### config.mk
export PLATFORM = sky130hd
export DESIGN_NAME = fetch_sequencer
export DESIGN_NICKNAME = d
export VERILOG_FILES = /design/src/rtl/core_pkg.sv /design/src/rtl/fetch_buffer.sv /design/src/rtl/fetch_sequencer.sv
export SDC_FILE = /design/constraint.sdc
export NUM_CORES = 1
export LEC_CHECK = 0
export BUFFER_PORTS_ARGS = -buffer_cell sky130_fd_sc_hd__buf_2
export CAP_MARGIN = 30
export CORE_UTILIZATION = 43
export CTS_BUF_LIST = sky130_fd_sc_hd__clkbuf_2
export CTS_CLUSTER_DIAMETER = 150
export DETAILED_ROUTE_END_ITERATION = 10
export GPL_ROUTABILITY_DRIVEN = 1
export GPL_TIMING_DRIVEN = 0
export HOLD_SLACK_MARGIN = 0.03
export PLACE_DENSITY = 0.83
export SLEW_MARGIN = 40
export SYNTH_ARGS = -nofsm -noshare
export SYNTH_HDL_FRONTEND = slang
export SYNTH_HIERARCHICAL = 1
export SYNTH_SLANG_ARGS = --single-unit
### constraint.sdc
create_clock -name clk -period 2.2 [get_ports clk]
set_input_delay 0.11 -clock clk [delete_from_list [all_inputs] [get_ports clk]]
set_output_delay 0.11 -clock clk [all_outputs]
set_load 0.05 [all_outputs]
### src/rtl/core_pkg.sv
// Shared fetch-path types: sequencer states, pc_sel encodings and RVC detection.
// Combinational definitions only; no latency and no backpressure.
package core_pkg;

   typedef enum logic [2:0] {
      FS_IDLE  = 3'd0,
      FS_REQ   = 3'd1,
      FS_WAIT  = 3'd2,
      FS_OUT   = 3'd3,
      FS_DRAIN = 3'd4
   } fetch_state_t;

   localparam logic [1:0] PC_SEL_PLUS2 = 2'd0;
   localparam logic [1:0] PC_SEL_PLUS4 = 2'd1;
   localparam logic [1:0] PC_SEL_LOAD  = 2'd2;

   // Only the two low opcode bits decide the RVC quadrant.
   function automatic logic is_compressed(input logic [1:0] instr_lsb);
      return instr_lsb != 2'b11;
   endfunction

endpackage

### src/rtl/fetch_buffer.sv
// Single-entry holding register between fetch and decode; loads in 1 cycle.
// Contents stay stable while o_vld=1 and i_rdy=0; i_flush drops the entry.
module fetch_buffer
   import core_pkg::*;
#(
   parameter int WIDTH = 32
) (
   input  logic             clk,
   input  logic             rst,
   input  logic             i_load,
   input  logic [31:0]      i_load_dat,
   input  logic [WIDTH-1:0] i_load_pc,
   input  logic             i_flush,
   input  logic             i_rdy,
   output logic             o_vld,
   output logic [31:0]      o_dat,
   output logic [WIDTH-1:0] o_pc
);

   logic             r_vld;
   logic [31:0]      r_dat;
   logic [WIDTH-1:0] r_pc;

   always_ff @(posedge clk) begin
      if (rst) begin
         r_vld <= 1'b0;
         r_dat <= '0;
         r_pc  <= '0;
      end else if (i_load) begin
         r_vld <= 1'b1;
         r_dat <= i_load_dat;
         r_pc  <= i_load_pc;
      end else if (i_flush || (r_vld && i_rdy)) begin
         r_vld <= 1'b0;
      end
   end

   assign o_vld = r_vld;
   assign o_dat = r_dat;
   assign o_pc  = r_pc;

endmodule

### src/rtl/fetch_sequencer.sv
// Fetch control: steers program_counter and runs one imem transaction at a time.
// instr_valid 3 cycles after leaving IDLE; holds the buffered instruction until instr_ready.
module fetch_sequencer
   import core_pkg::*;
#(
   parameter int               WIDTH    = 32,
   parameter logic [WIDTH-1:0] RESET_PC = '0
) (
   input  logic             clk,
   input  logic             rst,
   input  logic             en,
   input  logic [WIDTH-1:0] pc_in,
   output logic [1:0]       pc_sel,
   output logic [WIDTH-1:0] pc_target,
   output logic             imem_req,
   output logic [WIDTH-1:0] imem_addr,
   input  logic             imem_gnt,
   input  logic             imem_rvalid,
   input  logic [31:0]      imem_rdata,
   output logic             instr_valid,
   output logic [31:0]      instr_data,
   output logic [WIDTH-1:0] instr_pc,
   input  logic             instr_ready,
   input  logic             redirect_valid,
   input  logic [WIDTH-1:0] redirect_target,
   output logic             busy
);

   localparam logic [WIDTH-1:0] LSB_MASK = {{(WIDTH-1){1'b1}}, 1'b0};

   fetch_state_t r_state;
   fetch_state_t w_state_nxt;
   fetch_state_t w_resume;
   logic         w_capture;
   logic         w_flush;

   always_ff @(posedge clk) begin
      if (rst) r_state <= FS_IDLE;
      else     r_state <= w_state_nxt;
   end

   // Where a finished transaction goes: keep fetching only while enabled.
   assign w_resume = en ? FS_REQ : FS_IDLE;

   always_comb begin
      w_state_nxt = r_state;
      pc_sel      = PC_SEL_LOAD;
      pc_target   = pc_in;
      imem_req    = 1'b0;
      w_capture   = 1'b0;
      w_flush     = 1'b0;
      if (rst) begin
         pc_target   = RESET_PC;
         w_state_nxt = FS_IDLE;
      end else begin
         if (redirect_valid) pc_target = redirect_target & LSB_MASK;
         case (r_state)
            FS_IDLE: begin
               if (en && !redirect_valid) w_state_nxt = FS_REQ;
            end
            FS_REQ: begin
               imem_req = !redirect_valid;
               if (imem_gnt)  w_state_nxt = redirect_valid ? FS_DRAIN : FS_WAIT;
               else if (!en)  w_state_nxt = FS_IDLE;
            end
            FS_WAIT: begin
               if (imem_rvalid) begin
                  if (redirect_valid) begin
                     w_state_nxt = w_resume;
                  end else begin
                     w_capture   = 1'b1;
                     pc_sel      = is_compressed(imem_rdata[1:0]) ? PC_SEL_PLUS2 : PC_SEL_PLUS4;
                     w_state_nxt = FS_OUT;
                  end
               end else if (redirect_valid) begin
                  w_state_nxt = FS_DRAIN;
               end
            end
            FS_OUT: begin
               if (redirect_valid) begin
                  w_flush     = 1'b1;
                  w_state_nxt = w_resume;
               end else if (instr_ready) begin
                  w_state_nxt = w_resume;
               end
            end
            FS_DRAIN: begin
               if (imem_rvalid) w_state_nxt = w_resume;
            end
            default: w_state_nxt = FS_IDLE;
         endcase
      end
   end

   assign imem_addr = pc_in;
   assign busy      = (r_state != FS_IDLE);

   fetch_buffer #(.WIDTH(WIDTH)) u_buf (
      .clk        (clk),
      .rst        (rst),
      .i_load     (w_capture),
      .i_load_dat (imem_rdata),
      .i_load_pc  (pc_in),
      .i_flush    (w_flush),
      .i_rdy      (instr_ready),
      .o_vld      (instr_valid),
      .o_dat      (instr_data),
      .o_pc       (instr_pc)
   );

endmodule

==> run metrics, run 1 <==
Antenna diodes 0; count of mapped cells out of synthesis roughly 350; later-pin clock latency in the skew report 0.50 ns; Final Max Slew Viols 0; deepest clock path buffer count 2; Die Wd a little over 90 microns; Synth warnings 6; setup ws final 0.139 ns; CP Data Arrival Time 2.45 ns; Final period util 0.937; Final Hold Fails 0; H-Tree Depth 3; post-layout min period around 2.1 ns; Final GP Congestion 0.833; FF+latch area 1360 sq um; die area roughly 8000 sq um; total CTS buffers 9; crit-path max FO 10; Slew @ Worst Pin 0.619 ns; Seq/Total Area, Yosys 0.402; DR vias 3750; mapped cell area ~3400 sq um; Max Fclk about 0.49 GHz; boundary pin count approximately 240; hold_ws about 0.096 ns; outcome finished, final reports clean; Max-Cap Viols 0; TritonCTS clock tree done; Cell Rows 32; leakage power between 2 and 3 nW; Finish-stage setup viols 0; clock-pin slew on the worst setup and hold paths 0.21 ns; Final HPWL DP 7.58 mm; pwr dens ~520 nW/um^2; syn_area_per_cell around 9.6 sq um; pre-CTS setup slack between 0.04 and 0.05 ns; Avg WL per Cell between 15 and 20 microns; initial cell density of the core 0.441; Vias/cell a little under 5; # fillers around 550; synth top area cells dfxtp_1 (40%), mux2i_1 (28%), nor2_1 (11%); remaining global-route overflow 0; headroom to the max-slew limit 0.587; clock sinks 68; DRT iter0 DRCs 107; placed insts 690; maximum VDD drop 0.422 mV; core area between 7000 and 8000 sq um; share of flip-flops with an asynchronous set or reset 0; Final ANT Viol Nets 0; element type at the critical path start flip-flop; CTS Root Buffer Type clkbuf_2; Synth area leader dfxtp_1; Area Overhead vs Synth 64.3%; final wirelength about 12 mm; Cell variety after synth 34; # DRC 0; Synth top area share 0.402; Post-synth EDFFs 0; Non-Filler Instances 780; GRT Util Overall 0.291; vias in the first global route ~3900; Worst setup EP type flip-flop; layout cells sized above 1 0.453; syn nets ~460; first-pass GRT wire length about 19 mm; worst hold-check path type in -> reg; area of the multi-input gates approximately 1600 sq um; initial antenna violation count 0; Buffers on Ports 234; RSZ-0062 raised after global routing false; FF+latch count, synth 68; Layout Skew 0.0313 ns; Die Height roughly 91 microns; Required @ worst endpoint 2.58 ns; Final nets just under 800; Final TNS setup 0 ns; CP Class reg -> reg; largest net degree at the start of global routing 13; Top FF cell, synth dfxtp_1; first-pass iteration count of the detailed router 5
[power by group]
| group | switching [mW] | total, mW | leakage, nW | internal (mW) |
|---|---|---|---|---|
| Combinational | 0.509 | 0.832 | 2.14 | 0.323 |
| Sequential | 0.00706 | 1.25 | 0.548 | 1.24 |
| Clock | 0.460 | 0.834 | 0.0813 | 0.373 |
[state kept, by name, indices dropped and copies added, names as in the netlist]
name         cells
r_state          3
u_buf/o_dat     32
u_buf/o_pc      32
u_buf/o_vld      1
[final timing paths]
path | slack [ns] | depth (start not counted) | from | to
worst max-delay path | 0.14 | 7 | r_state[0] | u_buf/o_dat[19]
worst min-delay path | 0.1 | 4 | redirect_valid | r_state[0]
worst max register to register | 0.14 | 7 | r_state[0] | u_buf/o_dat[19]
worst min register to register | 0.51 | 2 | u_buf/o_pc[1] | u_buf/o_pc[1]
[layout by cell type, fill, tap and decap left out, types with 2 or more instances in the layout]
cell type	instances
a21oi_1	4
buf_1	3
buf_12	5
buf_2	239
buf_4	36
buf_6	4
bufinv_16	2
clkbuf_1	5
clkbuf_2	9
clkinv_1	2
dfxtp_1	67
dlygate4sd3_1	72
inv_1	2
mux2i_1	95
nand2_1	6
nand3_1	2
nor2_1	98
nor3_1	2
or3b_1	2
[kinds of logic after synthesis]
logic type	count (synthesis)	share of synthesized area
AND/OR/NAND/NOR	121	0.155
multiplexers	95	0.281
flip-flops	68	0.402
buffers and inverters	60	0.142
AO/OA/AOI/OAI	10	0.0210
[Yosys cell counts, drive strengths merged, types with 2 or more instances]
cell type  number
mux2i          95
nor3            2
clkbuf          6
inv             3
buf            51
or3b            2
a21oi           5
dfxtp          68
nor4            2
nand3           2
nor2           98
nand2           6
[area by class of cell]
cell class,count,share of cell area
clock inverter,7,0.0162
tap,102,0.0229
timing repair buffer,308,0.342
sequential,68,0.245
multi-input combinational,226,0.279
clock buffer,9,0.00809
buffer,57,0.0843
inverter,3,0.00202
[routing by layer]
metal | up-vias | wire length [microns] | track usage
li1 | 1792 | - | -
met1 | 1725 | 4620 | 0.314
met3 | 34 | 990 | 0.0833
met2 | 199 | 6140 | 0.519
met4 | 0 | 332 | 0.137
met5 | - | 0 | 0
[metrics by stage]
step | cell area, sq um | util | power, mW
2_1_floorplan | 3390 | - | 1.77
3_3_place_gp | 4690 | 0.610 | 1.98
3_5_place_dp | 4690 | 0.610 | 1.99
4_1_cts | 5570 | 0.724 | 2.92
5_1_grt | 5570 | 0.724 | 3.04
6_report | 5570 | 0.724 | 2.92
[worst max-delay path: stages (launching register included)]
cell and delay, ns:
dfxtp_2 0.38, or2b_2 0.33, nor4_4 0.24, buf_4 0.22, buf_6 0.21, buf_12 0.17, mux2i_1 0.28, nor2_1 0.11
[repair_timing]
item                                    4_1_cts  5_1_grt
buffers inserted                              2        0
gates resized for setup                       1        2
endpoints found under the hold margin        68        1
endpoints found under the setup margin        4        1
hold buffers                                 72        1
pin swaps                                     1        1
Note: power is estimated with default switching activity, not from simulation.
==> inputs of run 2 (changes only) <==
Settings changed: CORE_MARGIN from default to 8.
==> run 2 against run 1 <==
Core utilization is essentially flat. Cell area barely moved. Via count decreased by 1.0%. Sequential power is essentially flat. Highest routed layer unchanged.
==> run metrics, run 2 (synthesized netlist as in run 1, its figures left out) <==
outcome finished, final reports clean (unchanged); Finish-stage setup viols 0 (unchanged); Worst setup EP type flip-flop (unchanged); maximum VDD drop 0.345 mV (was 0.422 mV); setup ws final 0.107 ns (was 0.139 ns); placed insts 690 (unchanged); min-delay src imem_rdata[27] (was redirect_valid); Final Max Slew Viols 0 (unchanged); CP Data Arrival Time 2.55 ns (was 2.45 ns); clock-pin slew on the worst setup and hold paths 0.23 ns (was 0.21 ns); Required @ worst endpoint 2.66 ns (was 2.58 ns); pwr dens 511 nW/um^2 (was 524 nW/um^2); Max-Cap Viols 0 (unchanged); later-pin clock latency in the skew report 0.50 ns (about the same); initial cell density of the core 0.441 (unchanged); hold_ws 0.363 ns (was 0.0960 ns); die area 11000 sq um (was 8240 sq um); RSZ-0062 raised after global routing false (unchanged); boundary pin count 236 (unchanged); Cell Rows 32 (unchanged); CP Class reg -> reg (unchanged); first-pass GRT wire length 21.5 mm (was 18.7 mm); remaining global-route overflow 0 (unchanged); post-layout min period 2.09 ns (was 2.06 ns); pre-CTS setup slack 0.119 ns (was 0.0433 ns); combinational share of power 0.298 (was 0.285); P_sw 1.01 mW (was 977 uW); # fillers 561 (was 554); final wirelength 13.8 mm (was 12.1 mm); Die Wd 105 microns (was 90.8 microns); layout cells sized above 1 0.455 (was 0.453); critical path startpoint r_state[0] (unchanged); Avg WL per Cell 17.6 microns (was 15.5 microns); Post-Route M1 WL 5.05 mm (was 4.62 mm); CTS Root Buffer Type clkbuf_2 (unchanged); Final TNS setup 0 ns (unchanged); Buffers on Ports 234 (unchanged); Final GP Congestion 0.828 (was 0.833); first-pass iteration count of the detailed router 4 (was 5); switching share of power 0.354 (was 0.335); Die Height 105 microns (was 90.8 microns); Seq pwr share 0.439 (was 0.429); Final ANT Viol Nets 0 (unchanged); most common cell after layout, fill and taps aside buf_2 (unchanged); leakage power 2.76 nW (was 2.77 nW); TritonCTS clock tree done (unchanged); Final nets 777 (was 776); Final HPWL DP 9.14 mm (was 7.58 mm); reg2reg end r_state[0] (was u_buf/o_dat[19]); H-Tree Depth 3 (unchanged); clock power share 0.263 (was 0.286); DR WL met2 7.10 mm (was 6.14 mm); Final period util 0.951 (was 0.937); clock sinks 68 (unchanged); RR Startpoint r_state[0] (unchanged); GRT Util Overall 0.241 (was 0.291); vias in the first global route 4085 (was 3862); Slew @ Worst Pin 0.584 ns (was 0.619 ns); Max Fclk 0.478 GHz (was 0.485 GHz); deepest clock path buffer count 2 (unchanged); top routing layer in use met4 (unchanged); Vias/cell 4.75 (was 4.81); headroom to the max-slew limit 0.610 (was 0.587); Worst Setup EP r_state[0] (was u_buf/o_dat[19]); element type at the critical path start flip-flop (unchanged); Layout Skew 0.0361 ns (was 0.0313 ns); largest net degree at the start of global routing 14 (was 13); Cell Int Power 1.84 mW (was 1.94 mW); wire length on met3 1.26 mm (was 990 microns); total CTS buffers 9 (unchanged); Final Hold Fails 0 (unchanged); core area 7690 sq um (unchanged); # DRC 0 (unchanged); Non-Filler Instances 782 (was 780); Area Overhead vs Synth 64.4% (was 64.3%); most frequent cells in the layout buf_2 (238), nor2_1 (98), mux2i_1 (95) (was buf_2 (239), nor2_1 (98), mux2i_1 (95)); DRT iter0 DRCs 133 (was 107); Reg2Reg Setup Slack 0.11 ns (was 0.14 ns); initial antenna violation count 1 (was 0); DR vias 3712 (was 3750); crit-path max FO 10 (unchanged); FF-to-FF path depth 6 (was 7); worst hold-check path type in -> reg (unchanged)
## run 2: cell types whose count changed in the layout (fill, tap and decap cells not counted), sizes merged
| cell | before | now |
|---|---|---|
| buf | 287 | 288 |
| bufinv | 2 | 1 |
| inv | 4 | 5 |
| diode | 0 | 1 |
| clkinv | 4 | 1 |
| clkinvlp | 0 | 3 |
## run 2: power groups by stage
| stage | combinational (mW) | sequential, mW | clock [mW] |
|---|---|---|---|
| floorplan | 0.482 | 1.29 | 0 |
| CTS | 0.826 | 1.25 | 0.769 |
| detailed placement | 0.719 | 1.27 | 0 |
| global placement | 0.708 | 1.27 | 0 |
| finish | 0.847 | 1.25 | 0.750 |
| global route | 0.893 | 1.25 | 0.830 |
## run 2: cell type report
type                            instances  area [sq um]  area share
Multi-Input combinational cell        226          1560       0.280
Sequential cell                        68          1360       0.245
Buffer                                 57           469      0.0842
Inverter                                3          11.3     0.00202
Clock buffer                            9          45.0     0.00809
Antenna cell                            1          2.50    0.000449
Tap cell                              102           128      0.0229
Clock inverter                          7          73.8      0.0133
Timing Repair Buffer                  309          1920       0.345
## run 2: worst max-delay path, stage by stage (launching register included)
cell	delay [ns]
dfxtp_2	0.38
buf_4	0.17
o21ai_0	0.07
nand3b_1	0.09
dlygate4sd3_1	0.56
a311oi_1	0.20
dlygate4sd3_1	0.58
## run 2: routing by layer
metal,up-vias,global-route usage
met3,25,0.0964
met5,-,0
met2,166,0.451
met1,1725,0.230
li1,1796,-
met4,0,0.0907
## run 2: timing repair
action / 4_1_cts / 5_1_grt
hold buffers: 72 / 0
endpoints found under the setup margin: 2 / 2
pin swaps: 1 / 3
setup buffers: 0 / 3
hold endpoints to repair: 68 / 0
resized for setup: 1 / 5
## run 2: metrics by stage
step | total power [mW] | cell area (sq um) | util
finish | 2.85 | 5570 | 0.725
global route | 2.98 | 5570 | 0.725
CTS | 2.85 | 5540 | 0.720
detailed placement | 1.99 | 4690 | 0.610
global placement | 1.98 | 4690 | 0.610
floorplan | 1.77 | 3390 | -
## run 2: worst min path at each step
stage | end | slack (ns) | cells after the start
2_1_floorplan | u_buf/o_dat[0] | 0.26 | 2
3_3_place_gp | u_buf/o_dat[2] | 0.34 | 3
3_5_place_dp | u_buf/o_dat[9] | 0.35 | 3
4_1_cts | u_buf/o_dat[23] | 0.32 | 4
5_1_grt | u_buf/o_dat[27] | 0.33 | 4
6_report | u_buf/o_dat[27] | 0.36 | 4
